--- config.mk ---
export PLATFORM = sky130hd
export DESIGN_NAME = vgg_stage_scheduler_flat
export DESIGN_NICKNAME = d
export VERILOG_FILES = /design/src/rtl/vgg_ctrl_pkg.sv /design/src/rtl/vgg_stage_scheduler_if.sv /design/src/rtl/stage_cycle_counter.sv /design/src/rtl/vgg_stage_scheduler.sv /design/src/flat_wrapper.sv
export SDC_FILE = /design/constraint.sdc
export NUM_CORES = 1
export LEC_CHECK = 0
export CORE_AREA = 4 4 87 89
export CTS_CLUSTER_SIZE = 24
export DETAILED_ROUTE_END_ITERATION = 10
export DIE_AREA = 0 0 91 93
export PLACE_DENSITY = 0.78
export SLEW_MARGIN = 20
export SYNTH_ARGS = -nofsm -noshare
export SYNTH_HDL_FRONTEND = slang
export SYNTH_SLANG_ARGS = --single-unit
--- constraint.sdc ---
create_clock -name clk -period 3.35 [get_ports clk]
set_clock_uncertainty 0.2 [all_clocks]
set_input_delay 0.5025 -clock clk [delete_from_list [all_inputs] [get_ports clk]]
set_output_delay 0.5025 -clock clk [all_outputs]
set_load 0.03 [all_outputs]
--- src/rtl/vgg_ctrl_pkg.sv ---
// Shared constants and state encoding for the VGG16 stage sequencer.
package vgg_ctrl_pkg;

    localparam int unsigned NUM_STAGES_DEF = 5;

    localparam int unsigned STG_BLOCK1 = 0;
    localparam int unsigned STG_BLOCK2 = 1;
    localparam int unsigned STG_BLOCK3 = 2;
    localparam int unsigned STG_BLOCK4 = 3;
    localparam int unsigned STG_DENSE  = 4;

    typedef enum logic [2:0] {
        ST_IDLE   = 3'd0,
        ST_LAUNCH = 3'd1,
        ST_WAIT   = 3'd2,
        ST_FINISH = 3'd3,
        ST_ERROR  = 3'd4
    } sched_state_e;

endpackage

--- src/rtl/vgg_stage_scheduler_if.sv ---
// Control/status bundle between the chain controller and the stage scheduler.
interface vgg_stage_scheduler_if
    import vgg_ctrl_pkg::*;
#(
    parameter int NUM_STAGES = NUM_STAGES_DEF,
    parameter int STAGE_W    = (NUM_STAGES > 1) ? $clog2(NUM_STAGES) : 1,
    parameter int CNT_WIDTH  = 32
);
    logic                  i_start;
    logic                  i_abort;
    logic [NUM_STAGES-1:0] i_stage_done;
    logic [NUM_STAGES-1:0] o_stage_start;
    logic                  o_busy;
    logic                  o_done;
    logic                  o_error;
    logic [STAGE_W-1:0]    o_cur_stage;
    logic [CNT_WIDTH-1:0]  o_stage_cycles;
    logic                  o_stage_cycles_valid;

    modport master (
        output i_start, i_abort, i_stage_done,
        input  o_stage_start, o_busy, o_done, o_error, o_cur_stage,
               o_stage_cycles, o_stage_cycles_valid
    );

    modport slave (
        input  i_start, i_abort, i_stage_done,
        output o_stage_start, o_busy, o_done, o_error, o_cur_stage,
               o_stage_cycles, o_stage_cycles_valid
    );
endinterface

--- src/rtl/stage_cycle_counter.sv ---
// Saturating per-stage cycle counter; load starts a new count at 1.
module stage_cycle_counter #(
    parameter int                   CNT_WIDTH      = 32,
    parameter logic [CNT_WIDTH-1:0] TIMEOUT_CYCLES = '1
) (
    input  logic                 clk,
    input  logic                 rst,
    input  logic                 load,
    input  logic                 en,
    output logic [CNT_WIDTH-1:0] count,
    output logic                 at_limit
);
    always_ff @(posedge clk) begin
        if (rst) begin
            count <= '0;
        end else if (load) begin
            count <= CNT_WIDTH'(1);
        end else if (en && (count != '1)) begin
            count <= count + CNT_WIDTH'(1);
        end
    end

    assign at_limit = (count == TIMEOUT_CYCLES);
endmodule

--- src/rtl/vgg_stage_scheduler.sv ---
// Launches the VGG16 stages in order, one at a time, with per-stage timeout and profiling.
//  state  | meaning
//  IDLE   | waiting for i_start
//  LAUNCH | one-cycle start pulse to the current stage
//  WAIT   | counting until the current stage reports done or times out
//  FINISH | o_done pulse after the last stage
//  ERROR  | a stage hung; sticky error until the next i_start
module vgg_stage_scheduler
    import vgg_ctrl_pkg::*;
#(
    parameter int                   NUM_STAGES     = NUM_STAGES_DEF,
    parameter int                   STAGE_W        = (NUM_STAGES > 1) ? $clog2(NUM_STAGES) : 1,
    parameter int                   CNT_WIDTH      = 32,
    parameter logic [CNT_WIDTH-1:0] TIMEOUT_CYCLES = CNT_WIDTH'(32'hFFFF_FFF0)
) (
    input logic                  clk,
    input logic                  rst,
    vgg_stage_scheduler_if.slave bus
);
    localparam logic [2:0] S_IDLE   = ST_IDLE;
    localparam logic [2:0] S_LAUNCH = ST_LAUNCH;
    localparam logic [2:0] S_WAIT   = ST_WAIT;
    localparam logic [2:0] S_FINISH = ST_FINISH;
    localparam logic [2:0] S_ERROR  = ST_ERROR;

    logic [2:0]           state, state_nxt;
    logic [STAGE_W-1:0]   idx, idx_nxt;
    logic                 launch;
    logic                 report;
    logic                 cur_done;
    logic                 cur_last;
    logic                 cnt_en;
    logic [CNT_WIDTH-1:0] count;
    logic                 at_limit;

    assign cur_done = bus.i_stage_done[idx];
    assign cur_last = (idx == STAGE_W'(NUM_STAGES - 1));
    assign cnt_en   = (state == S_LAUNCH) || (state == S_WAIT);

    stage_cycle_counter #(
        .CNT_WIDTH      (CNT_WIDTH),
        .TIMEOUT_CYCLES (TIMEOUT_CYCLES)
    ) u_cnt (
        .clk      (clk),
        .rst      (rst),
        .load     (launch),
        .en       (cnt_en),
        .count    (count),
        .at_limit (at_limit)
    );

    // Abort outranks done, done outranks timeout, everything outranks start.
    always_comb begin
        state_nxt = state;
        idx_nxt   = idx;
        launch    = 1'b0;
        report    = 1'b0;
        case (state)
            S_IDLE, S_ERROR: begin
                if (bus.i_start && !bus.i_abort) begin
                    state_nxt = S_LAUNCH;
                    idx_nxt   = '0;
                    launch    = 1'b1;
                end
            end
            S_LAUNCH: state_nxt = bus.i_abort ? S_IDLE : S_WAIT;
            S_WAIT: begin
                if (bus.i_abort) begin
                    state_nxt = S_IDLE;
                end else if (cur_done) begin
                    report = 1'b1;
                    if (cur_last) begin
                        state_nxt = S_FINISH;
                    end else begin
                        state_nxt = S_LAUNCH;
                        idx_nxt   = idx + STAGE_W'(1);
                        launch    = 1'b1;
                    end
                end else if (at_limit) begin
                    state_nxt = S_ERROR;
                end
            end
            S_FINISH: state_nxt = S_IDLE;
            default:  state_nxt = S_IDLE;
        endcase
    end

    always_ff @(posedge clk) begin
        if (rst) begin
            state                    <= S_IDLE;
            idx                      <= '0;
            bus.o_stage_start        <= '0;
            bus.o_busy               <= 1'b0;
            bus.o_done               <= 1'b0;
            bus.o_error              <= 1'b0;
            bus.o_stage_cycles       <= '0;
            bus.o_stage_cycles_valid <= 1'b0;
        end else begin
            state                    <= state_nxt;
            idx                      <= idx_nxt;
            bus.o_stage_start        <= launch ? (NUM_STAGES'(1) << idx_nxt) : '0;
            bus.o_busy               <= (state_nxt == S_LAUNCH) || (state_nxt == S_WAIT) ||
                                        (state_nxt == S_FINISH);
            bus.o_done               <= (state_nxt == S_FINISH);
            bus.o_error              <= (state_nxt == S_ERROR);
            bus.o_stage_cycles_valid <= report;
            if (report) begin
                bus.o_stage_cycles <= count;
            end
        end
    end

    assign bus.o_cur_stage = idx;
endmodule

--- src/flat_wrapper.sv ---
// flat-port wrapper written by rule: the top's interface ports become plain ports
module vgg_stage_scheduler_flat import vgg_ctrl_pkg::*;
#(
    parameter int                   NUM_STAGES     = NUM_STAGES_DEF,
    parameter int                   STAGE_W        = (NUM_STAGES > 1) ? $clog2(NUM_STAGES) : 1,
    parameter int                   CNT_WIDTH      = 32,
    parameter logic [CNT_WIDTH-1:0] TIMEOUT_CYCLES = CNT_WIDTH'(32'hFFFF_FFF0)
)
  (clk, rst, bus_i_start, bus_i_abort, bus_i_stage_done, bus_o_stage_start, bus_o_busy, bus_o_done, bus_o_error, bus_o_cur_stage, bus_o_stage_cycles, bus_o_stage_cycles_valid);
  vgg_stage_scheduler_if #(.NUM_STAGES(NUM_STAGES), .STAGE_W(STAGE_W), .CNT_WIDTH(CNT_WIDTH)) bus_i ();
  input logic clk;
  input logic rst;
  input wire logic [$bits(bus_i.i_start)-1:0] bus_i_start;
  input wire logic [$bits(bus_i.i_abort)-1:0] bus_i_abort;
  input wire logic [$bits(bus_i.i_stage_done)-1:0] bus_i_stage_done;
  output wire logic [$bits(bus_i.o_stage_start)-1:0] bus_o_stage_start;
  output wire logic [$bits(bus_i.o_busy)-1:0] bus_o_busy;
  output wire logic [$bits(bus_i.o_done)-1:0] bus_o_done;
  output wire logic [$bits(bus_i.o_error)-1:0] bus_o_error;
  output wire logic [$bits(bus_i.o_cur_stage)-1:0] bus_o_cur_stage;
  output wire logic [$bits(bus_i.o_stage_cycles)-1:0] bus_o_stage_cycles;
  output wire logic [$bits(bus_i.o_stage_cycles_valid)-1:0] bus_o_stage_cycles_valid;
  assign bus_i.i_start = bus_i_start;
  assign bus_i.i_abort = bus_i_abort;
  assign bus_i.i_stage_done = bus_i_stage_done;
  assign bus_o_stage_start = bus_i.o_stage_start;
  assign bus_o_busy = bus_i.o_busy;
  assign bus_o_done = bus_i.o_done;
  assign bus_o_error = bus_i.o_error;
  assign bus_o_cur_stage = bus_i.o_cur_stage;
  assign bus_o_stage_cycles = bus_i.o_stage_cycles;
  assign bus_o_stage_cycles_valid = bus_i.o_stage_cycles_valid;
  vgg_stage_scheduler #(.NUM_STAGES(NUM_STAGES), .STAGE_W(STAGE_W), .CNT_WIDTH(CNT_WIDTH), .TIMEOUT_CYCLES(TIMEOUT_CYCLES)) u_core (.clk(clk), .rst(rst), .bus(bus_i));
endmodule
==> impl_metrics.json, run 1 <==
{
  "outcome": "completed",
  "rrSetupSlack_ns": 0.81,
  "drc": 0,
  "fp.dieH_um": 93,
  "path_max_fanout": 13,
  "core_area_um2": 6760,
  "hpwl_um": 5520,
  "drive_above_1_share_pct": 7.32,
  "ios": 53,
  "fill_cells": 590,
  "initial_core_util_pct": 53.2,
  "setup_violations": 0,
  "avgViaCountPerCell": 5.84,
  "synth_edf_count": 0,
  "final_cell_mix": "dfxtp_1 (79), clkdlybuf4s50_1 (52), nor2_1 (50)",
  "wl_um": 7890,
  "dieArea_um2": 8460,
  "relSlewSlack_pct": 51.5,
  "first_iter_violations": 198,
  "final_common_cell": "dfxtp_1",
  "area_growth_pct": 21.2,
  "hold_end": "u_core.u_cnt.count[9]",
  "layout.nets": 445,
  "layout_min_cycle_time_ns": 2.64,
  "clk_latency_ns": 0.35,
  "avgSynthCellArea_um2": 9.31,
  "powerDensity_nw_per_um2": 426,
  "post-cts-setup-buffers": 0,
  "grt_antenna_before_repair": 0,
  "end_kind": "register",
  "cts_hold_buf": 0,
  "timing.fmax_mhz": 379,
  "first_global_vias": 3041,
  "dr.pass1.iters": 4,
  "grt_pass1_wl_um": 13700,
  "clockBufferDepth": 2,
  "via_count": 3019,
  "ys_ff_latch": 79,
  "rr_endpoint": "u_core.u_cnt.count[18]",
  "finalCritPeriodShare_pct": 78.7,
  "vdd_drop_max_uv": 305,
  "final-max-slew-violation-count": 0,
  "cp.required_ns": 3.38,
  "cap_violations": 0,
  "synth_nets": 399,
  "gp_congestion": 0.881,
  "critPathLaunchType": "primary input",
  "syn_area_um2": 3590,
  "p_total_mw": 1.86,
  "clkTransAtPathRegs_ns": 0.08,
  "yosysSeqAreaShare_pct": 44.0,
  "die_x_um": 91,
  "num_rows": 30,
  "cts_root_buf": "clkbuf_8",
  "grt_usage_pct": 19.2,
  "whs_path_depth": 1,
  "clkSinkCount": 79,
  "rsz0062_at_grt": "no",
  "p_leak_nw": 1.69,
  "gr-total-overflow": 0,
  "yosysWarnings": 0,
  "hp-start": "u_core.u_cnt.count[9]",
  "hp-class": "register to register",
  "multi_input_comb_area_um2": 1820,
  "ys.flop_type": "dfxtp_1",
  "antenna_cells": 0,
  "tritoncts": "built",
  "tightest_slew_ns": 0.723,
  "syn_inst": 386,
  "h-tree-depth": 3,
  "ys_types": 51,
  "grt_start_max_net_pins": 25,
  "cts-buffers-inserted": 9,
  "r2r_cells": 5,
  "wire_per_inst_um": 15.3,
  "cts_resized": 0,
  "postRouteAntennaNets": 0,
  "hold_viol_final": 0,
  "crit_arrival_ns": 2.66,
  "fin_setup_tns_ns": 0,
  "r2r_start": "u_core.bus.o_cur_stage[1]",
  "port_buffers": 52,
  "register_area_um2": 1580,
  "synthArstFlopShare_pct": 0,
  "path_class": "primary input to register"
}
-- synth_stat cells (2+ instances only) --
cell	instances	share of area (%)
clkbuf_1	5	0.52
or4_1	11	2.3
a211o_1	2	0.49
a31oi_1	6	1.0
nand4_1	11	1.9
nor4_1	2	0.35
buf_2	8	1.1
xnor2_1	6	1.5
buf_6	7	2.2
nor2b_1	4	0.70
nand2_1	19	2.0
a21oi_1	23	3.2
buf_4	3	0.63
a211oi_1	5	1.0
nand3_1	14	1.9
a2111oi_0	4	0.97
a311oi_1	2	0.49
nor3b_1	2	0.42
dfxtp_1	79	44
nor2_1	50	5.2
inv_1	11	1.1
nor3_1	4	0.56
o211ai_1	2	0.42
o31ai_1	10	2.1
o21ai_0	12	1.7
mux2i_1	35	9.7
ha_1	4	1.4
nand2b_1	2	0.35
nor4b_1	3	0.73
and4_1	3	0.73
and3_1	8	1.4
or3_1	10	1.7
-- power by group --
group          leakage [nW]  internal, mW  switching (mW)
clock network         0.114         0.497           0.340
registers             0.637         0.942         0.00539
logic                 0.943        0.0299          0.0432
-- per-layer routing --
metal  share of wire, %  up-vias  track usage, %
met3                4.1       10            3.38
met1                 46     1446            22.8
met5                  0        -               0
met2                 49       62            34.1
met4                1.1        0            8.42
li1                   -     1501               -
-- cell families after synthesis --
| kind of cell | synth area share, % |
|---|---|
| and+or+nand+nor | 24.4 |
| buffers and inverters | 5.60 |
| muxes | 9.75 |
| DFF | 44.0 |
| xor gates and xnor gates | 2.16 |
| adders and majority gates | 1.39 |
| AOI/OAI and AO/OA | 12.7 |
-- per-stage QoR --
step	instances	instance area (um2)	hold slack [ns]	setup WS (ns)	utilization, %
finish	517	4360	0.289	0.713	64.5
global route	517	4360	0.337	0.557	64.5
CTS	517	4360	0.290	0.729	64.5
detailed placement	501	4120	0.270	0.378	60.9
global placement	501	4120	0.263	0.418	60.9
floorplan	386	3590	0.244	0.982	-
-- state kept, by name (all words and copies together), names as in the netlist --
register / cells
u_core.bus.o_stage_start: 5
u_core.bus.o_stage_cycles_valid: 1
u_core.bus.o_error: 1
u_core.bus.o_busy: 1
u_core.bus.o_cur_stage: 3
u_core.u_cnt.count: 32
u_core.bus.o_stage_cycles: 32
u_core.bus.o_done: 1
u_core.state: 3
-- worst max-delay path: stages --
cell,delay (ns)
clkdlybuf4s50_1,0.50
or4b_1,0.54
a221oi_2,0.36
a211o_1,0.51
buf_4,0.22
a21oi_1,0.04
-- worst max-delay path by stage --
stage                                   start                endpoint  slack, ns  depth (start not counted)
CTS                               bus_i_abort  u_core.u_cnt.count[11]       0.73                          6
global route                      bus_i_abort  u_core.u_cnt.count[11]       0.56                          6
global placement                  bus_i_abort  u_core.u_cnt.count[28]       0.42                          6
finish                            bus_i_abort  u_core.u_cnt.count[11]       0.71                          6
detailed placement                bus_i_abort  u_core.u_cnt.count[25]       0.38                          6
floorplan           u_core.bus.o_cur_stage[1]  u_core.u_cnt.count[22]       0.98                          7
-- layout make-up --
class                           count  share of cell area (%)
Inverter                           11                   0.948
Sequential cell                    79                    36.3
Timing Repair Buffer               58                    13.3
Clock buffer                       11                    3.02
Tap cell                           80                    2.30
Clock inverter                      5                    2.44
Multi-Input combinational cell    273                    41.7
Power figures use the tool's default switching activity.
==> run 2: changes to the inputs <==
CORE_AREA = 4 4 91 93   (was 4 4 87 89)
DIE_AREA = 0 0 95 97   (was 0 0 91 93)
PLACE_DENSITY = 0.75   (was 0.78)
clock period = 2.1 ns   (was 3.35 ns; I/O delays follow)
==> run 2 against run 1 <==
  * The run now ends with negative setup slack left
  * Hold slack better by 0.013 ns
  * Register-to-register slack worse by 0.82 ns
  * Worst setup slack worse by 0.73 ns
  * Cell count up 18%
  * Core utilization up 3.9 points
  * Global-route usage about the same
  * Non-clock buffer count up 71
  * Via count up 10%
  * Critical endpoint is now u_core.u_cnt.count[19]
==> impl_metrics.json, run 2 (synthesis results as in run 1) <==
{
  "wl_um": 9040,
  "first_global_vias": 3170,
  "cap_violations": 0,
  "path_class": "register to register",
  "powerDensity_nw_per_um2": 541,
  "gr-total-overflow": 0,
  "clockBufferDepth": 2,
  "hold_slack_ns": 0.303,
  "layout_min_cycle_time_ns": 2.11,
  "hpwl_um": 6200,
  "tritoncts": "built",
  "wire_per_inst_um": 14.8,
  "end_kind": "register",
  "first_iter_violations": 224,
  "grt_pass1_wl_um": 14500,
  "core_area_um2": 7530,
  "dr.pass1.iters": 4,
  "final_common_cell": "dfxtp_1",
  "cts-buffers-inserted": 9,
  "via_count": 3323,
  "rsz0062_at_grt": "yes",
  "grt_start_max_net_pins": 25,
  "postRouteAntennaNets": 0,
  "setup_violations": 3,
  "timing.fmax_mhz": 473,
  "ios": 53,
  "final-max-slew-violation-count": 0,
  "num_rows": 32,
  "antenna_cells": 0,
  "port_buffers": 52,
  "fin_setup_tns_ns": -0.0313,
  "gp_congestion": 0.868,
  "grt_usage_pct": 19.3,
  "hold_viol_final": 0,
  "final_cell_mix": "dfxtp_1 (71), buf_4 (70), nor2_1 (50), clkdlybuf4s50_1 (50), mux2i_1 (34)",
  "finalWorstSetupSlack_ns": -0.0147,
  "layout.nets": 516,
  "fp.dieH_um": 97,
  "grt_antenna_before_repair": 0,
  "cts_hold_buf": 0,
  "reg_top3": "u_core.bus.o_stage_cycles (32), u_core.u_cnt.count (32), u_core.bus.o_stage_start (5)",
  "crit_arrival_ns": 2.19,
  "tightest_slew_ns": 0.469,
  "clk_latency_ns": 0.36,
  "critPathLaunchType": "register",
  "violations": "negative setup slack",
  "initial_core_util_pct": 47.8,
  "drc": 0,
  "path_max_fanout": 10,
  "die_x_um": 95,
  "dieArea_um2": 9220,
  "outcome": "finished with violations",
  "avgViaCountPerCell": 5.45,
  "finalCritPeriodShare_pct": 101,
  "cp.required_ns": 2.18,
  "area_growth_pct": 43.1,
  "clkTransAtPathRegs_ns": 0.09,
  "cts_root_buf": "clkbuf_8",
  "h-tree-depth": 3,
  "p_leak_nw": 2.13,
  "hp-class": "register to register",
  "clkSinkCount": 79,
  "vdd_drop_max_uv": 384,
  "drive_above_1_share_pct": 28.9,
  "relSlewSlack_pct": 68.7
}
run 2: routing by layer:
layer | part of all wire [%] | global-route usage [%]
met1 | 45 | 24.3
met2 | 50 | 32.4
met3 | 3.9 | 4.20
met4 | 1.1 | 5.99
met5 | 0 | 0
run 2: critical path, cell delays in order (launching register included):
cell and delay (ns):
dfxtp_4 0.37, ha_4 0.17, and3_4 0.18, and3_4 0.18, and3_4 0.16, buf_6 0.14, or4_4 0.48, a21oi_2 0.17
run 2: worst paths after layout:
kind	from	endpoint	slack, ns	cells after the start
worst min register to register	u_core.bus.o_stage_cycles[26]	u_core.bus.o_stage_cycles[26]	0.30	2
worst min-delay path	u_core.bus.o_stage_cycles[26]	u_core.bus.o_stage_cycles[26]	0.30	2
worst max-delay path	u_core.u_cnt.count[1]	u_core.u_cnt.count[19]	-0.01	7
worst max register to register	u_core.u_cnt.count[1]	u_core.u_cnt.count[19]	-0.01	7
run 2: what timing repair did:
action / 4_1_cts / 5_1_grt
pin swaps: 5 / 7
endpoints found under the setup margin: 37 / 67
buffers inserted: 2 / 7
gates cloned: 1 / 0
gates resized for setup: 17 / 35
run 2: metrics by stage:
step / utilization, % / setup WS, ns / power (mW) / instances / instance area, um2
after global routing: 68.3 / -0.0640 / 2.90 / 610 / 5140
final: 68.3 / -0.0147 / 2.78 / 610 / 5140
after detailed placement: 62.1 / -0.477 / 1.68 / 585 / 4670
after CTS: 65.7 / 0.00146 / 2.79 / 604 / 4950
after floorplan: - / -0.0936 / 1.62 / 386 / 3630
after global placement: 62.1 / -0.426 / 1.68 / 585 / 4670
run 2: layout make-up:
class,instances,area [um2]
Clock buffer,9,124
Clock inverter,7,71.3
Fill cell,595,2380
Inverter,11,41.3
Multi-Input combinational cell,273,2030
Sequential cell,79,1600
Tap cell,102,128
Timing Repair Buffer,129,1140
run 2: where the power goes:
| group | switching, mW | total, mW | internal, mW | leakage, nW |
|---|---|---|---|---|
| Combinational | 0.0855 | 0.158 | 0.0724 | 1.39 |
| Sequential | 0.00712 | 1.51 | 1.50 | 0.642 |
| Clock | 0.568 | 1.12 | 0.551 | 0.103 |
==> run 3: changes to the inputs <==
--- a/config.mk
+++ b/config.mk
@@ -11,4 +11,5 @@
 export DIE_AREA = 0 0 95 97
 export PLACE_DENSITY = 0.75
+export RECOVER_POWER = 25
 export SLEW_MARGIN = 20
 export SYNTH_ARGS = -nofsm -noshare
==> constraint.sdc (replaced) <==
create_clock -name clk -period 2.1 [get_ports clk]
set_clock_uncertainty 0.2 [all_clocks]
set_input_delay 0.42 -clock clk [delete_from_list [all_inputs] [get_ports clk]]
set_output_delay 0.42 -clock clk [all_outputs]
set_load 0.03 [all_outputs]
==> run 3 against run 2 <==
  * The flow still finishes with violations (negative setup slack)
  * Hold slack is essentially flat
  * Combinational power barely moved
  * Critical endpoint is now u_core.bus.o_error
  * Register-to-register slack about the same
  * Sequential cell count unchanged
  * Die area did not move
  * Non-clock buffer count grew 5
  * Critical path depth fell by 3
  * Worst setup slack improved by 0.0035 ns
  * Maximum frequency grew 0.16%
==> impl_metrics.json, run 3 (synthesis results as in run 1) <==
{
  "r2r_cells": 4,
  "hold_end": "u_core.bus.o_stage_cycles[6]",
  "gp_congestion": 0.868,
  "powerDensity_nw_per_um2": 575,
  "timing.fmax_mhz": 474,
  "die_x_um": 95,
  "slowest_delay_ns": 0.50,
  "worst-path-buf-inv": 0,
  "wl_um": 8990,
  "port_buffers": 52,
  "final_util_pct": 68.6,
  "antenna_cells": 0,
  "tightest_slew_ns": 0.511,
  "cts_hold_buf": 0,
  "reg_top3": "u_core.bus.o_stage_cycles (32), u_core.u_cnt.count (32), u_core.bus.o_stage_start (5)",
  "area_growth_pct": 43.6,
  "r2r_start": "u_core.u_cnt.count[27]",
  "grt_usage_pct": 19.2,
  "clkTransAtPathRegs_ns": 0.10,
  "tritoncts": "built",
  "p_leak_nw": 2.13,
  "finalWorstSetupSlack_ns": -0.0112,
  "vdd_drop_max_uv": 512,
  "clkSinkCount": 79,
  "cts-buffers-inserted": 9,
  "critPathLaunchType": "register",
  "cp.required_ns": 2.13,
  "crit_arrival_ns": 2.14,
  "avgViaCountPerCell": 5.38,
  "critPathTopFamily": "simple AND/OR/NAND/NOR gates",
  "initial_core_util_pct": 47.8,
  "hold_viol_final": 0,
  "dieArea_um2": 9220,
  "hpwl_um": 6180,
  "hp-start": "u_core.bus.o_stage_cycles[6]",
  "dr.pass1.iters": 6,
  "clk_latency_ns": 0.37,
  "hp-class": "register to register",
  "gr-total-overflow": 0,
  "grt_antenna_before_repair": 0,
  "h-tree-depth": 3,
  "setup_violations": 2,
  "grt_pass1_wl_um": 14500,
  "path_max_fanout": 5,
  "cp_slowest_cell": "nor4_4",
  "fp.dieH_um": 97,
  "ios": 53,
  "relSlewSlack_pct": 65.1,
  "layout.nets": 521,
  "final-max-slew-violation-count": 0,
  "end_kind": "register",
  "num_rows": 32,
  "cap_violations": 0,
  "rrSetupSlack_ns": -0.01,
  "path_class": "register to register",
  "first_iter_violations": 218,
  "first_global_vias": 3192,
  "whs_path_depth": 2,
  "cts_root_buf": "clkbuf_8",
  "core_area_um2": 7530,
  "wire_per_inst_um": 14.6,
  "drive_above_1_share_pct": 27.9,
  "outcome": "finished with violations",
  "crit_path_start": "u_core.u_cnt.count[27]",
  "p_total_mw": 2.97,
  "path_cells": "nand4_1 > nor4_4 > nand3_1 > a2111oi_1",
  "hold_slack_ns": 0.303,
  "layout_min_cycle_time_ns": 2.11,
  "finalCritPeriodShare_pct": 101,
  "dp_slack_ns": -0.584,
  "final_cell_mix": "buf_4 (71), dfxtp_1 (71), nor2_1 (49)",
  "clockBufferDepth": 2,
  "via_count": 3306,
  "drc": 0,
  "postRouteAntennaNets": 0,
  "rsz0062_at_grt": "yes",
  "violations": "negative setup slack",
  "rr_endpoint": "u_core.bus.o_error",
  "grt_start_max_net_pins": 25
}
## run 3: cell count changes in the layout (fill, tap and decap cells not counted), moves of 3 or more
cell | previous run | this run
buf_6 | 4 | 7
dlygate4sd2_1 | 0 | 7
clkdlybuf4s50_1 | 50 | 44
clkinv_2 | 3 | 0
## run 3: worst max-delay path by stage
stage | end | slack (ns) | depth (start not counted)
after floorplan | u_core.u_cnt.count[22] | -0.09 | 7
after global placement | u_core.u_cnt.count[3] | -0.53 | 7
after detailed placement | u_core.u_cnt.count[9] | -0.58 | 7
after CTS | u_core.u_cnt.count[18] | -0.04 | 6
after global routing | u_core.bus.o_error | -0.06 | 4
final | u_core.bus.o_error | -0.01 | 4
## run 3: metrics by stage
step	setup TNS [ns]	std cells	instance area, um2
after global placement	-31.29	585	4670
after global routing	-0.483	615	5160
after floorplan	-0.544	386	3630
final	-0.0214	615	5160
after detailed placement	-33.04	585	4670
after CTS	-0.0425	606	5030
## run 3: where the power goes
| group | internal (mW) | switching (mW) | leakage [nW] | total (mW) |
|---|---|---|---|---|
| combinational | 0.0738 | 0.0856 | 1.38 | 0.159 |
| clock | 0.685 | 0.617 | 0.108 | 1.30 |
| sequential | 1.50 | 0.00727 | 0.642 | 1.51 |
## run 3: cell type report
cell class	instances	area, um2
Sequential cell	79	1610
Multi-Input combinational cell	273	1990
Tap cell	102	128
Inverter	11	41.3
Fill cell	580	2360
Clock inverter	7	104
Timing Repair Buffer	134	1170
Clock buffer	9	124
## run 3: layer usage
metal  track usage (%)  share of wire (%)  up-vias
li1                  -                  -     1653
met1              24.5                 45     1568
met2              31.8                 50       75
met3              4.20                3.9       10
met4              6.33                1.4        0
met5                 0                  0        -
## run 3: worst reg2reg max path: cells and delay by family, from the launching register on
family / cells / cell delay [ns]
flip-flops: 1 / 0.34
AND/OR/NAND/NOR: 3 / 0.93
AO/OA/AOI/OAI: 1 / 0.50
## run 3: repair_timing
item                                    CTS  global route
cloned                                    0             1
endpoints found under the hold margin     0             0
pin swaps                                 7            11
resized for setup                        30            26
setup buffers                             6            11
endpoints found under the setup margin   56            40
==> variant 1, RTL diff (config.mk and constraints of run 1) <==
Change the package constant `NUM_STAGES_DEF` from 5 to 4.
--- a/src/rtl/vgg_ctrl_pkg.sv
+++ b/src/rtl/vgg_ctrl_pkg.sv
@@ -2,5 +2,5 @@
 package vgg_ctrl_pkg;
 
-    localparam int unsigned NUM_STAGES_DEF = 5;
+    localparam int unsigned NUM_STAGES_DEF = 4;
 
     localparam int unsigned STG_BLOCK1 = 0;
Ports: changed (resized bus_i_stage_done, bus_o_cur_stage and bus_o_stage_start); port bits go from 53 to 50. The function was not compared with the original's and may differ.
==> variant 1 against run 1 <==
Cell area shrank 4.5%; sequential power down 2.6%; routed wire length fell by 1.8%; critical path type is now reg2reg; count of clock-buffer cells in the layout is 3 higher; total power shrank 9.6%; area after synthesis fell by 5.4%; worst setup slack gained 0.26 ns; critical path depth fell by 1; sequential cell count down 2.
==> variant 1: results (changes against run 1) <==
Synth
  • Synth top cells by count: nand2_1, dfxtp_1, a21oi_1
  • XOR/XNOR share of the synthesized area: 0.515% (-1.6 points)
  • Adder-cell share of the synthesized area: 0.736% (-0.66 points)
  • Post-synthesis compound-gate area fraction: 18.1% (+5.4 points)
  • Seq cells post-synth: 77 (-2.5%)
  • Synth cell types: 56 (+9.8%)
  • Top cells by area, synth: dfxtp_1, a21oi_1, nand2_1, or3_1, nand3_1
  • Seq/Total Area, Yosys: 45.3% (+1.3 points)
  • Syn nets: 416 (+4.3%)

Timing
  • Worst Tran Pin Value: 0.674 ns (-0.0489 ns)

Place
  • Placer congestion estimate: 0.825 (-6.3%)
  • Port bufs: 49 (-5.8%)
  • Place WS: 0.749 ns (+0.371 ns)
  • Dpl cells: 522 (+4.2%)

Power and ir drop
  • Share of total power in sequential cells: 54.9% (+3.9 points)
  • Worst IR Drop VDD: 270 uV (-12%)
  • Pint: 1.32 mW (-10%)
  • Switching power: 0.357 mW (-8.2%)

Layout
  • Fin util: 61.6% (-2.9 points)
  • Fillers: 584 (-1.0%)
  • Regs by FF count: u_core.bus.o_stage_cycles (32), u_core.u_cnt.count (32), u_core.bus.o_stage_start (4)
  • Multi-input gates: 300 (+9.9%)
  • Final Net Count: 463 (+4.0%)
  • Multi-input gate area: 0.00175 mm2 (-3.9%)
  • Bufs w/o clock: 57 (-1.7%)
  • Layout cells sized above 1: 8.53% (+1.2 points)
  • Clk_buf instances: 14 (+3)
  • Sequential fraction of total cell area: 37.0% (+0.73 points)

Detailed routing
  • Vias: 3,099 (+2.6%)
  • Avg WL per Cell: 14.4 um (-5.5%)
  • Vias per cell: 5.77 (-1.2%)

Critical path
  • Crit path max-delay family: simple AND/OR/NAND/NOR gates
  • Critical-path top delay cell: nor4_4
  • Worst Path Max Fanout: 10 (-3)
  • Largest stage delay on the critical path: 0.66 ns (+0.12 ns)
  • Arr. time, crit path: 2.46 ns (-0.20 ns)

Outcome
  • Outcome: finished, final reports clean

Global routing
  • M3 GR Usage: 5.31% (+1.9 points)
  • Grt met2 use: 33.2% (-0.92 points)
  • First-pass GRT wire length: 13.8 mm (+0.40%)
  • Met1 GRT Util: 23.8% (+0.98 points)
==> variant 1: cell count changes after synthesis, sizes merged, moves of 4 or more <==
cell and change:
xnor2 -5, a2111oi -4, a21oi +36, or4 -7
nor2 -40, a211oi -4, nand2 +62, and3 -6
o21ai +10, clkbuf +10, mux2i -32, o31ai -4
or3 +9, buf -12
==> variant 1: path summary, 6_finish.rpt <==
check	from	slack, ns	to	depth (start not counted)
worst min-delay path	u_core.bus.o_stage_cycles[3]	0.26	u_core.bus.o_stage_cycles[3]	2
worst min register to register	u_core.bus.o_stage_cycles[3]	0.26	u_core.bus.o_stage_cycles[3]	2
worst max-delay path	u_core.u_cnt.count[8]	0.97	u_core.u_cnt.count[31]	5
worst max register to register	u_core.u_cnt.count[8]	0.97	u_core.u_cnt.count[31]	5
==> variant 1: layer usage <==
metal	wire, um	vias up	share of wire [%]
li1	-	1570	-
met1	3520	1437	45
met2	3720	79	48
met3	378	13	4.9
met4	120	0	1.5
met5	0	-	0
==> variant 2, RTL diff (flow settings as in run 1) <==
Without the edit above. Reset style: asynchronous (`rst`), changed in 2 clocked blocks.
--- a/src/rtl/stage_cycle_counter.sv
+++ b/src/rtl/stage_cycle_counter.sv
@@ -11,5 +11,5 @@
     output logic                 at_limit
 );
-    always_ff @(posedge clk) begin
+    always_ff @(posedge clk or posedge rst) begin
         if (rst) begin
             count <= '0;
--- a/src/rtl/vgg_stage_scheduler.sv
+++ b/src/rtl/vgg_stage_scheduler.sv
@@ -86,5 +86,5 @@
     end
 
-    always_ff @(posedge clk) begin
+    always_ff @(posedge clk or posedge rst) begin
         if (rst) begin
             state                    <= S_IDLE;
Formal check against the unedited RTL: differs if rst is asserted again (counterexample within 4 cycles, from zero or initial values and one cycle with rst high); with rst held inactive, the same outputs for 10 cycles.
==> variant 2 against run 1 <==
Core utilization up 4.9 points; count of clock-buffer cells in the layout is 1 lower; cell area up 7.6%; worst setup slack got worse by 0.089 ns; area after synthesis is 8.4% higher; sequential cell count stayed put; routed wire length is 2.5% higher; synthesized cell count is 9.1% lower; highest routed layer unchanged.
Power is not compared: it rests on default switching activity, and its combinational part moved more than twofold at a synthesized area within 25%.
==> variant 2: results (changes against run 1) <==
Outcome
  • Outcome: finished, final reports clean

Place
  • Detailed Place HPWL: 5.62 mm (+1.8%)
  • Placer congestion estimate: 0.850 (-3.5%)
  • Place WS: 0.338 ns (-0.0395 ns)

Global routing
  • Largest net degree at the start of global routing: 36 (+44%)
  • Vias in the first global route: 2,901 (-4.6%)
  • Total global-route track usage: 20.8% (+1.6 points)
  • First-pass GRT wire length: 14.2 mm (+3.4%)

Synth
  • Mux share of post-synthesis cell area: 10.6% (+0.85 points)
  • Async SR Flop Fraction: 100% (+100 points)
  • Seq/Total Area, Yosys: 50.7% (+6.7 points)
  • Post-synthesis compound-gate area fraction: 9.25% (-3.5 points)
  • Adder-cell share of the synthesized area: 1.28% (-0.11 points)
  • Top cells by area, synth: dfrtp_1, mux2_2, mux2_1, nor2_1, xor2_1
  • Synth top cells by count: dfrtp_1, nor2_1, mux2_2
  • Syn nets: 364 (-8.8%)
  • Synth cell types: 52 (+2.0%)
  • XOR/XNOR share of the synthesized area: 5.17% (+3.0 points)

Clock network
  • Num CTS Buffers: 9 (unchanged)

Detailed routing
  • Post-Route WL: 8.09 mm (+2.5%)
  • Initial DRC Count: 166 (-16%)
  • Vias per cell: 6.05 (+3.6%)
  • Met2 wire len: 3.88 mm (+0.47%)
  • Met1 WL: 3.72 mm (+2.8%)
  • Met3 wire len: 385 um (+19%)

Critical path
  • Worst Path Max Fanout: 19 (+6)
  • Critical-path top delay cell: a21oi_4
  • Arr. time, crit path: 2.77 ns (+0.11 ns)
  • Crit path max-delay family: simple AND/OR/NAND/NOR gates

Timing
  • Worst Tran Pin Value: 0.655 ns (-0.0680 ns)

Layout
  • Layout cells sized above 1: 13.3% (+6.0 points)
  • Final Net Count: 420 (-5.6%)

Power and ir drop
  • Total power: 2.23 mW

Min path
  • Min-delay worst type: in2async
[variant 2: layout make-up]
type	instances	area [um2]
Tap cell	80	100
Clock inverter	6	45.0
Sequential cell	79	1980
Timing Repair Buffer	57	578
Inverter	14	52.6
Clock buffer	10	138
Multi-Input combinational cell	246	1790
Fill cell	506	2070
[variant 2: final timing paths]
check,start,end,slack (ns),cells after the start
worst max-delay path,u_core.state[2],u_core.bus.o_stage_cycles[14],0.62,5
worst min-delay path,rst,u_core.bus.o_stage_start[2],0.29,2
worst max register to register,u_core.state[2],u_core.bus.o_stage_cycles[14],0.62,5
worst min register to register,u_core.bus.o_stage_cycles[25],u_core.bus.o_stage_cycles[25],0.29,1
max in group asynchronous,rst,u_core.u_cnt.count[6],1.89,3
min in group clk,u_core.bus.o_stage_cycles[25],u_core.bus.o_stage_cycles[25],0.29,1
[variant 2: cell families after synthesis]
| family | after synthesis |
|---|---|
| and+or+nand+nor | 129 |
| DFF | 79 |
| AOI/OAI and AO/OA | 53 |
| muxes | 37 |
| buffers and inverters | 26 |
| xor gates and xnor gates | 23 |
| adders and majority gates | 4 |
[variant 2: per-layer routing]
metal  up-vias  global-route usage [%]
met5         -                       0
met4         0                    7.04
met1      1488                    30.0
li1       1398                       -
met3         9                    4.51
met2        82                    31.5
[variant 2: worst reg2reg max path: stages (launching register included)]
cell and delay, ns:
dfrtp_1 0.51, or3b_1 0.46, nand2b_1 0.29, a21oi_4 0.57, buf_16 0.24, mux2_2 0.35
[variant 2: through the flow]
stage / instances / area, um2 / utilization, %
finish: 492 / 4680 / 69.3
global route: 492 / 4680 / 69.3
CTS: 491 / 4660 / 68.9
detailed placement: 475 / 4470 / 66.2
global placement: 475 / 4470 / 66.2
floorplan: 351 / 3900 / -
